**config.mk**
```make
export PLATFORM = sky130hd
export DESIGN_NAME = dmem_store_buffer_flat
export DESIGN_NICKNAME = d
export VERILOG_FILES = /design/src/rtl/dmem_store_buffer_if.sv /design/src/rtl/dmem_store_buffer.sv /design/src/flat_wrapper.sv
export SDC_FILE = /design/constraint.sdc
export NUM_CORES = 1
export LEC_CHECK = 0
export ABC_AREA = 1
export BUFFER_PORTS_ARGS = -buffer_cell sky130_fd_sc_hd__buf_2
export CELL_PAD_IN_SITES_DETAIL_PLACEMENT = 1
export CELL_PAD_IN_SITES_GLOBAL_PLACEMENT = 1
export CORE_ASPECT_RATIO = 2
export CORE_MARGIN = 4
export CORE_UTILIZATION = 40
export DETAILED_ROUTE_END_ITERATION = 10
export PLACE_DENSITY_LB_ADDON = 0.12
export SLEW_MARGIN = 20
export SYNTH_ARGS = -nofsm -noshare
export SYNTH_HDL_FRONTEND = slang
export SYNTH_SLANG_ARGS = --single-unit
export TNS_END_PERCENT = 10
```
**constraint.sdc**
```tcl
create_clock -name clk -period 6.62 [get_ports clk]
set_clock_uncertainty 0.05 [all_clocks]
set_input_delay 0.662 -clock clk [delete_from_list [all_inputs] [get_ports clk]]
set_output_delay 0.662 -clock clk [all_outputs]
set_load 0.005 [all_outputs]
```
**src/rtl/dmem_store_buffer_if.sv**
```systemverilog
// Store-buffer bus: core store/load-lookup side plus memory drain side.
// The buffer takes the slave modport; the core/memory side takes master.
interface dmem_store_buffer_if #(
  parameter int AW = 32,
  parameter int DW = 32,
  parameter int CW = 3
);
  logic          memwrite;
  logic [AW-1:0] dataadr;
  logic [DW-1:0] writedata;
  logic          stall;
  logic          ld_en;
  logic [AW-1:0] ld_addr;
  logic          ld_hit;
  logic [DW-1:0] ld_data;
  logic          mem_wvalid;
  logic [AW-1:0] mem_waddr;
  logic [DW-1:0] mem_wdata;
  logic          mem_wready;
  logic          empty;
  logic [CW-1:0] count;

  modport master (
    output memwrite, dataadr, writedata,
    output ld_en, ld_addr, mem_wready,
    input  stall, ld_hit, ld_data,
    input  mem_wvalid, mem_waddr, mem_wdata,
    input  empty, count
  );

  modport slave (
    input  memwrite, dataadr, writedata,
    input  ld_en, ld_addr, mem_wready,
    output stall, ld_hit, ld_data,
    output mem_wvalid, mem_waddr, mem_wdata,
    output empty, count
  );
endinterface

```
**src/rtl/dmem_store_buffer.sv**
```systemverilog
// In-order store buffer between MEM stage and data memory,
// with youngest-match word forwarding to loads.
module dmem_store_buffer #(
  parameter int DEPTH = 4,
  parameter int AW    = 32,
  parameter int DW    = 32
) (
  input logic             clk,
  input logic             rst,
  dmem_store_buffer_if.slave sb
);
  localparam int PW = $clog2(DEPTH) + 1;
  localparam int IW = PW - 1;

  logic [PW-1:0] r_wptr;
  logic [PW-1:0] r_rptr;
  logic [AW-1:0] r_addr [DEPTH];
  logic [DW-1:0] r_data [DEPTH];
  logic          r_hit;
  logic [DW-1:0] r_ld;

  logic [PW-1:0] w_count;
  logic          w_empty;
  logic          w_full;
  logic          w_push;
  logic          w_pop;
  logic          w_hit;
  logic [DW-1:0] w_fdata;
  logic [IW-1:0] w_idx;
  logic          w_unused;

  assign w_count = r_wptr - r_rptr;
  assign w_empty = (w_count == '0);
  assign w_full  = (w_count == PW'(DEPTH));
  assign w_push  = sb.memwrite & ~w_full;
  assign w_pop   = ~w_empty & sb.mem_wready;

  // Oldest to youngest, so the last match wins; same-edge store is youngest.
  always_comb begin
    w_hit   = 1'b0;
    w_fdata = '0;
    w_idx   = '0;
    for (int k = 0; k < DEPTH; k++) begin
      w_idx = r_rptr[IW-1:0] + IW'(k);
      if (PW'(k) < w_count &&
          r_addr[w_idx][AW-1:2] == sb.ld_addr[AW-1:2]) begin
        w_hit   = 1'b1;
        w_fdata = r_data[w_idx];
      end
    end
    if (w_push &&
        sb.dataadr[AW-1:2] == sb.ld_addr[AW-1:2]) begin
      w_hit   = 1'b1;
      w_fdata = sb.writedata;
    end
  end

  always_ff @(posedge clk) begin
    if (rst) begin
      r_wptr <= '0;
      r_rptr <= '0;
      r_hit  <= 1'b0;
      r_ld   <= '0;
    end else begin
      if (w_push)
        r_wptr <= r_wptr + PW'(1);
      if (w_pop)
        r_rptr <= r_rptr + PW'(1);
      r_hit <= sb.ld_en & w_hit;
      if (sb.ld_en & w_hit)
        r_ld <= w_fdata;
    end
  end

  always_ff @(posedge clk) begin
    if (w_push) begin
      r_addr[r_wptr[IW-1:0]] <= sb.dataadr;
      r_data[r_wptr[IW-1:0]] <= sb.writedata;
    end
  end

  assign sb.stall      = sb.memwrite & w_full;
  assign sb.mem_wvalid = ~w_empty;
  assign sb.mem_waddr  = r_addr[r_rptr[IW-1:0]];
  assign sb.mem_wdata  = r_data[r_rptr[IW-1:0]];
  assign sb.ld_hit     = r_hit;
  assign sb.ld_data    = r_ld;
  assign sb.empty      = w_empty;
  assign sb.count      = w_count;

  assign w_unused = ^sb.ld_addr[1:0];
endmodule

```
**src/flat_wrapper.sv**
```systemverilog
// flat-port wrapper written by rule: the top's interface ports become plain ports
module dmem_store_buffer_flat 
#(
  parameter int DEPTH = 4,
  parameter int AW    = 32,
  parameter int DW    = 32
)
  (clk, rst, sb_memwrite, sb_dataadr, sb_writedata, sb_ld_en, sb_ld_addr, sb_mem_wready, sb_stall, sb_ld_hit, sb_ld_data, sb_mem_wvalid, sb_mem_waddr, sb_mem_wdata, sb_empty, sb_count);
  dmem_store_buffer_if #(.AW(AW), .DW(DW), .CW((3))) sb_i ();
  input logic clk;
  input logic rst;
  input wire logic [$bits(sb_i.memwrite)-1:0] sb_memwrite;
  input wire logic [$bits(sb_i.dataadr)-1:0] sb_dataadr;
  input wire logic [$bits(sb_i.writedata)-1:0] sb_writedata;
  input wire logic [$bits(sb_i.ld_en)-1:0] sb_ld_en;
  input wire logic [$bits(sb_i.ld_addr)-1:0] sb_ld_addr;
  input wire logic [$bits(sb_i.mem_wready)-1:0] sb_mem_wready;
  output wire logic [$bits(sb_i.stall)-1:0] sb_stall;
  output wire logic [$bits(sb_i.ld_hit)-1:0] sb_ld_hit;
  output wire logic [$bits(sb_i.ld_data)-1:0] sb_ld_data;
  output wire logic [$bits(sb_i.mem_wvalid)-1:0] sb_mem_wvalid;
  output wire logic [$bits(sb_i.mem_waddr)-1:0] sb_mem_waddr;
  output wire logic [$bits(sb_i.mem_wdata)-1:0] sb_mem_wdata;
  output wire logic [$bits(sb_i.empty)-1:0] sb_empty;
  output wire logic [$bits(sb_i.count)-1:0] sb_count;
  assign sb_i.memwrite = sb_memwrite;
  assign sb_i.dataadr = sb_dataadr;
  assign sb_i.writedata = sb_writedata;
  assign sb_i.ld_en = sb_ld_en;
  assign sb_i.ld_addr = sb_ld_addr;
  assign sb_i.mem_wready = sb_mem_wready;
  assign sb_stall = sb_i.stall;
  assign sb_ld_hit = sb_i.ld_hit;
  assign sb_ld_data = sb_i.ld_data;
  assign sb_mem_wvalid = sb_i.mem_wvalid;
  assign sb_mem_waddr = sb_i.mem_waddr;
  assign sb_mem_wdata = sb_i.mem_wdata;
  assign sb_empty = sb_i.empty;
  assign sb_count = sb_i.count;
  dmem_store_buffer #(.DEPTH(DEPTH), .AW(AW), .DW(DW)) u_core (.clk(clk), .rst(rst), .sb(sb_i));
endmodule
```
## After elaboration in Yosys (flattened, before gate mapping)

Memory sizes are Yosys's and may differ from the RTL's. A register that Yosys moved wholly into a read port is not among the register bits.
Index checks and enable logic that the tools add are counted.
Widths: inputs -> output; s select.

| storage, ports and cells | value |
|---|---|
| memories kept | 2 |
| flip-flop bits (word level) | 39 |
| output and inout bits | 103 |
| bits in writable memories | 256 |

| cells by class | value |
|---|---|
| bitwise operators | 6 |
| add/subtract/negate cells | 6 |
| equal/unequal tests | 6 |
| $lt $le $gt $ge | 4 |
| reduce and logical (&&, ||, !) cells | 6 |
| multiplexer cells | 16 |

Memory list:

| memory | words | width | read ports | clocked after memory_dff | wr ports | line | source |
|---|---|---|---|---|---|---|---|
| u_core.r_addr | 4 | 32 | 4 | 1 | 1 | dmem_store_buffer.sv:17 | `logic [AW-1:0] r_addr [DEPTH];` |
| u_core.r_data | 4 | 32 | 4 | 1 | 1 | dmem_store_buffer.sv:18 | `logic [DW-1:0] r_data [DEPTH];` |

Operators by type and width:

| kind | count |
|---|---|
| $mux 32 | 5 |
| $eq 30x30->1 | 5 |
| $mux 2 | 4 |
| $mux 1 | 7 |
| $add 3x1->3 const B | 2 |
| $lt 1x3->1 const A | 2 |
| $lt 2x3->1 const A | 2 |
| $logic_and 1x1->1 | 5 |
| $add 2x2->2 const B | 2 |
| $and 1x1->1 | 4 |
| $eq 3x3->1 const B | 1 |
| $logic_not 3->1 | 1 |
| $sub 3x3->3 | 1 |
| $add 2x1->2 const B | 1 |
| $not 1->1 | 2 |

## Longest topological paths before layout

| depth | value |
|---|---|
| depth after elaboration | 9 |
| gate-level depth with buffers | 23 |
| mapped depth without buffers | 20 |

## Least setup slack after synthesis

No wires, ideal clock.

| timing | value |
|---|---|
| path type | reg-to-reg |
| from | register u_core.r_wptr[0] |
| to | memory u_core.r_addr[3][0], enable pin |
| slack | 1.868 ns |
| stages on the path, launching flop included | 9 |
| data arrival time | 4.214 ns |
| period minus slack after synthesis | 4.752 ns |
| cells stage by stage | dfxtp_1 inv_1 ha_1 fa_1 nand3_1 nand2_1 nand2_1 nand2_1 nor2_1 |

| on the way | value |
|---|---|
| longest elaborated chain between the ends | 6 |

RTL lines:

| item | line | source |
|---|---|---|
| from (decl) | dmem_store_buffer.sv:15 | `logic [PW-1:0] r_wptr;` |
| from (signal assigned) | dmem_store_buffer.sv:66 | `r_wptr <= r_wptr + PW'(1);` |
| $sub 3x3->3 | dmem_store_buffer.sv:32 | `assign w_count = r_wptr - r_rptr;` |
| named net sb_count[2] | flat_wrapper.sv:25 | `output wire logic [$bits(sb_i.count)-1:0] sb_count;` |
| $eq 3x3->1 | dmem_store_buffer.sv:34 | `assign w_full = (w_count == PW'(DEPTH));` |
| $not 1->1 | dmem_store_buffer.sv:35 | `assign w_push = sb.memwrite & ~w_full;` |
| $and 1x1->1 | dmem_store_buffer.sv:35 |  |
| $mux 1 | dmem_store_buffer.sv:76 | `if (w_push) begin` |
| $mux 1 (not written as such) | dmem_store_buffer.sv:77 | `r_addr[r_wptr[IW-1:0]] <= sb.dataadr;` |
| to (decl) | dmem_store_buffer.sv:17 |  |

The timed path passes the listed nets, and every way through them passes these cells.

## Worst setup path in the final report

| timing | value |
|---|---|
| from | register u_core.r_rptr[0] |
| to | register u_core.r_ld[8], in the netlist u_core.sb.ld_data[8] |

| on the way | value |
|---|---|
| longest elaborated chain between the ends | 9 |
| elaborated cells between the ends (all ways) | 32 |

RTL lines:

| item | line | source |
|---|---|---|
| from (decl) | dmem_store_buffer.sv:16 | `logic [PW-1:0] r_rptr;` |
| from (signal assigned) | dmem_store_buffer.sv:68 | `r_rptr <= r_rptr + PW'(1);` |
| $add 2x1->2 or $sub 3x3->3 (tied branches) | dmem_store_buffer.sv:44, dmem_store_buffer.sv:32 |  |
| $mem_v2 4x32 or $lt 1x3->1 (tied branches) | -- |  |
| $eq 30x30->1 or $logic_and 1x1->1 (tied branches) | dmem_store_buffer.sv:46, dmem_store_buffer.sv:45 |  |
| $logic_and 1x1->1 or $mux 1 (tied branches) | dmem_store_buffer.sv:45 | `if (PW'(k) < w_count &&` |
| $mux 1 (3 in series) | dmem_store_buffer.sv:45 |  |
| $mux 1 | dmem_store_buffer.sv:51 | `if (w_push &&` |
| $and 1x1->1 | dmem_store_buffer.sv:70 | `if (sb.ld_en & w_hit)` |
| to (signal assigned) | dmem_store_buffer.sv:71 | `r_ld <= w_fdata;` |
| to (decl) | dmem_store_buffer.sv:20 | `logic [DW-1:0] r_ld;` |

Several ways; a longest one is shown, not always the timed one.
A chain may end at the register's enable or synchronous reset.

==> impl_metrics.json <==
{
  "critPathKind": "reg2reg",
  "placed_cells": 3550,
  "yosys_warnings": 0,
  "finalSetupViolations": 0,
  "grt_pass1_vias": 22275,
  "area_growth_pct": 10.88,
  "hpwl_um": 58500,
  "pwr-share-seq": 0.255,
  "multi_input_area_um2": 10290,
  "wirelength_um": 87570,
  "fmax_mhz": 186.8,
  "drv_cap": 0,
  "critPathLaunchType": "register",
  "regToRegEndpoint": "u_core.sb.ld_data[8]",
  "hold_viol": 0,
  "clkPwrFrac": 0.174,
  "dieHeight_um": 326.2,
  "syn_avg_cell_area_um2": 7.066,
  "fin_tns_setup_ns": 0,
  "power.internal_mw": 4.965,
  "cts_hold_buf": 0,
  "power.density_nw_per_um2": 458.1,
  "cp_num_buf_inv": 2,
  "cts.clk_slew.worst_paths_ns": 0.06,
  "synth-seq-cells": 297,
  "antenna_found_initial": 11,
  "first_iter_violations": 1364,
  "drive_gt1_frac": 0.1136,
  "slew_headroom": 0.2582,
  "synth_common_cells": "1073 x nand2_1, 451 x nand3_1, 256 x edfxtp_1, 238 x nor2_1, 176 x o21ai_0",
  "switchingPower_mw": 5.318,
  "dp_slack_ns": 1.274,
  "crit_path_top_delay_cell": "buf_12",
  "path_depth": 17,
  "power_frac_comb": 0.570,
  "drc_errors": 0,
  "track_usage": 0.3112,
  "post_cts_resized": 0,
  "clock_latency_ns": 0.62,
  "cpMostUsedCell": "nand2_1",
  "end_kind": "register",
  "reg2regPathDepth": 17,
  "ant_nets": 0,
  "synth_ff_type": "edfxtp_1",
  "regArea_um2": 8518,
  "grt_start_max_net_pins": 211,
  "cts_tree": "done",
  "min_path_type": "in2reg",
  "async_flop_share": 0,
  "worstReg2RegStart": "u_core.r_rptr[0]",
  "cts_root_buf": "clkbuf_16",
  "crit_chain": "buf_12 > inv_8 > nand2_1 > nand3_1 > nand2_1 > o21ai_0 > nor2_1 > nand2_1 > nor2_1 > nand2_1 > nor2_4 > nor2_1 > nand3_1 > nand2_4 > nor2_1 > nand2_1 > a21oi_1",
  "avgRoutedWirePerCell_um": 24.23,
  "vdd_drop_max_uv": 379.4,
  "rows": 116,
  "slowest_delay_ns": 0.77,
  "finalNetCount": 3042,
  "outcome": "finished clean",
  "hold_depth": 1,
  "critPathMaxFanout": 210,
  "dieArea_um2": 54490,
  "tightest_slew_ns": 1.113,
  "cts_made_buffers": 31,
  "required_ns": 7.12,
  "grt_overflow": 0,
  "vias": 21139,
  "synth.area.top_cells": "edfxtp_1 38%, nand2_1 20%, nand3_1 11%",
  "core_area_um2": 50070,
  "fin_crit_sh": 0.8086,
  "dieWidth_um": 167.1,
  "syn_nets": 2973,
  "cts_sinks": 297,
  "syn_area_um2": 20240,
  "grt_pass1_wl_um": 131100,
  "boundaryPins": 204,
  "postSynthCellCount": 2865,
  "fin_ws_ns": 1.267,
  "sw_frac_of_total": 0.5171,
  "firstDrtPassIters": 5,
  "slew_viol_final": 0,
  "crit_arrival_ns": 5.85,
  "critical_path.top_delay_family": "simple AND/OR/NAND/NOR gates",
  "vias_per_cell": 5.849,
  "synth_edf_count": 256,
  "setup.worst_path.start": "u_core.r_rptr[0]",
  "port-buffer-count": 201,
  "period_needed_ns": 5.353,
  "yosys.area.top_type_share": 0.3797,
  "cp-endpoint": "u_core.sb.ld_data[8]",
  "start_util": 0.4043,
  "hold_slack_ns": 0.2206,
  "yosysMostFrequentCell": "nand2_1",
  "clockBufferDepth": 3,
  "fill_cells": 6465,
  "fin_cells": 3614,
  "yosysUniqueCellTypes": 35,
  "leakagePower_nw": 10.02,
  "routabilityCongestion": 0.9148,
  "htree_levels": 1,
  "r2r_setup_slack_ns": 1.27,
  "cts_setup_buffers": 0,
  "ys_seq_area_frac": 0.4203,
  "synth_top_area_cell": "edfxtp_1",
  "rsz0062_at_grt": "no"
}
==> state kept, by name, summed over array words and instances, names as in the netlist, named ones only <==
signal             count
u_core.r_addr        128
u_core.r_data        128
u_core.sb.ld_data     32
u_core.r_rptr          3
u_core.r_wptr          3
u_core.sb.ld_hit       1
==> kinds of logic after synthesis <==
group / Yosys count / synth area share
buf+inv: 333 / 0.07355
simple gates: 1823 / 0.3740
fa+ha+maj: 7 / 0.004697
mux: 32 / 0.01582
compound gates: 325 / 0.09085
xor+xnor: 48 / 0.02077
flops: 297 / 0.4203
==> stage by stage <==
step	instance area, um^2	power [mW]	utilization
after global placement	21440	8.287	0.4281
after global routing	22440	10.98	0.4481
final	22450	10.28	0.4483
after CTS	22430	10.31	0.4480
after floorplan	20240	6.362	-
after detailed placement	21440	8.495	0.4281
==> worst min path at each step <==
stage | start | to | slack, ns
finish | sb_writedata[19] | u_core.r_data[3][19] | 0.22
global placement | u_core.r_wptr[2] | u_core.r_wptr[2] | 0.39
floorplan | u_core.r_wptr[2] | u_core.r_wptr[2] | 0.38
global route | sb_writedata[19] | u_core.r_data[0][19] | 0.21
detailed placement | u_core.r_wptr[2] | u_core.r_wptr[2] | 0.41
CTS | sb_writedata[19] | u_core.r_data[0][19] | 0.19
==> placed cells by master (no fill, tap or decap), drive strengths merged, types with 16 or more instances in the layout <==
cell    instances
nor2          262
o211ai         40
xnor2          16
o22ai          66
edfxtp        256
buf           234
nand3         451
nand4          19
clkbuf         41
a21oi          38
o21ai         177
mux2i          32
inv           135
nand2        1074
xor2           32
dfxtp          41
==> area by class of cell <==
type / count / share of cell area
multi-input cells: 2235 / 0.4583
flip-flops and latches: 297 / 0.3795
repair buffers: 234 / 0.05753
clock buffers: 41 / 0.03668
well taps: 649 / 0.03618
inverters: 135 / 0.02352
clock inverters: 17 / 0.007637
diodes: 6 / 0.0006689
==> worst register-to-register path: stages, from the launching register on <==
cell     delay (ns)
dfxtp_4        0.74
buf_12         0.79
inv_8          0.63
nand2_1        0.28
nand3_1        0.11
nand2_1        0.13
o21ai_0        0.29
nor2_1         0.20
nand2_1        0.07
nor2_1         0.10
nand2_1        0.12
nor2_4         0.50
nor2_1         0.09
nand3_1        0.14
nand2_4        0.47
nor2_1         0.29
nand2_1        0.14
a21oi_1        0.13
==> power groups by stage <==
stage	logic [mW]	clock network, mW	registers (mW)
2_1_floorplan	3.85	0	2.51
3_3_place_gp	5.65	0	2.63
3_5_place_dp	5.84	0	2.66
4_1_cts	5.86	1.83	2.62
5_1_grt	6.43	1.89	2.66
6_report	5.86	1.79	2.63
==> per-layer routing <==
layer / routed length [um] / GRT usage
met2: 45090 / 0.5722
met1: 30830 / 0.3200
met5: 42 / 0
met4: 7306 / 0.2229
met3: 4295 / 0.03995
(Power assumes the default switching activity.)
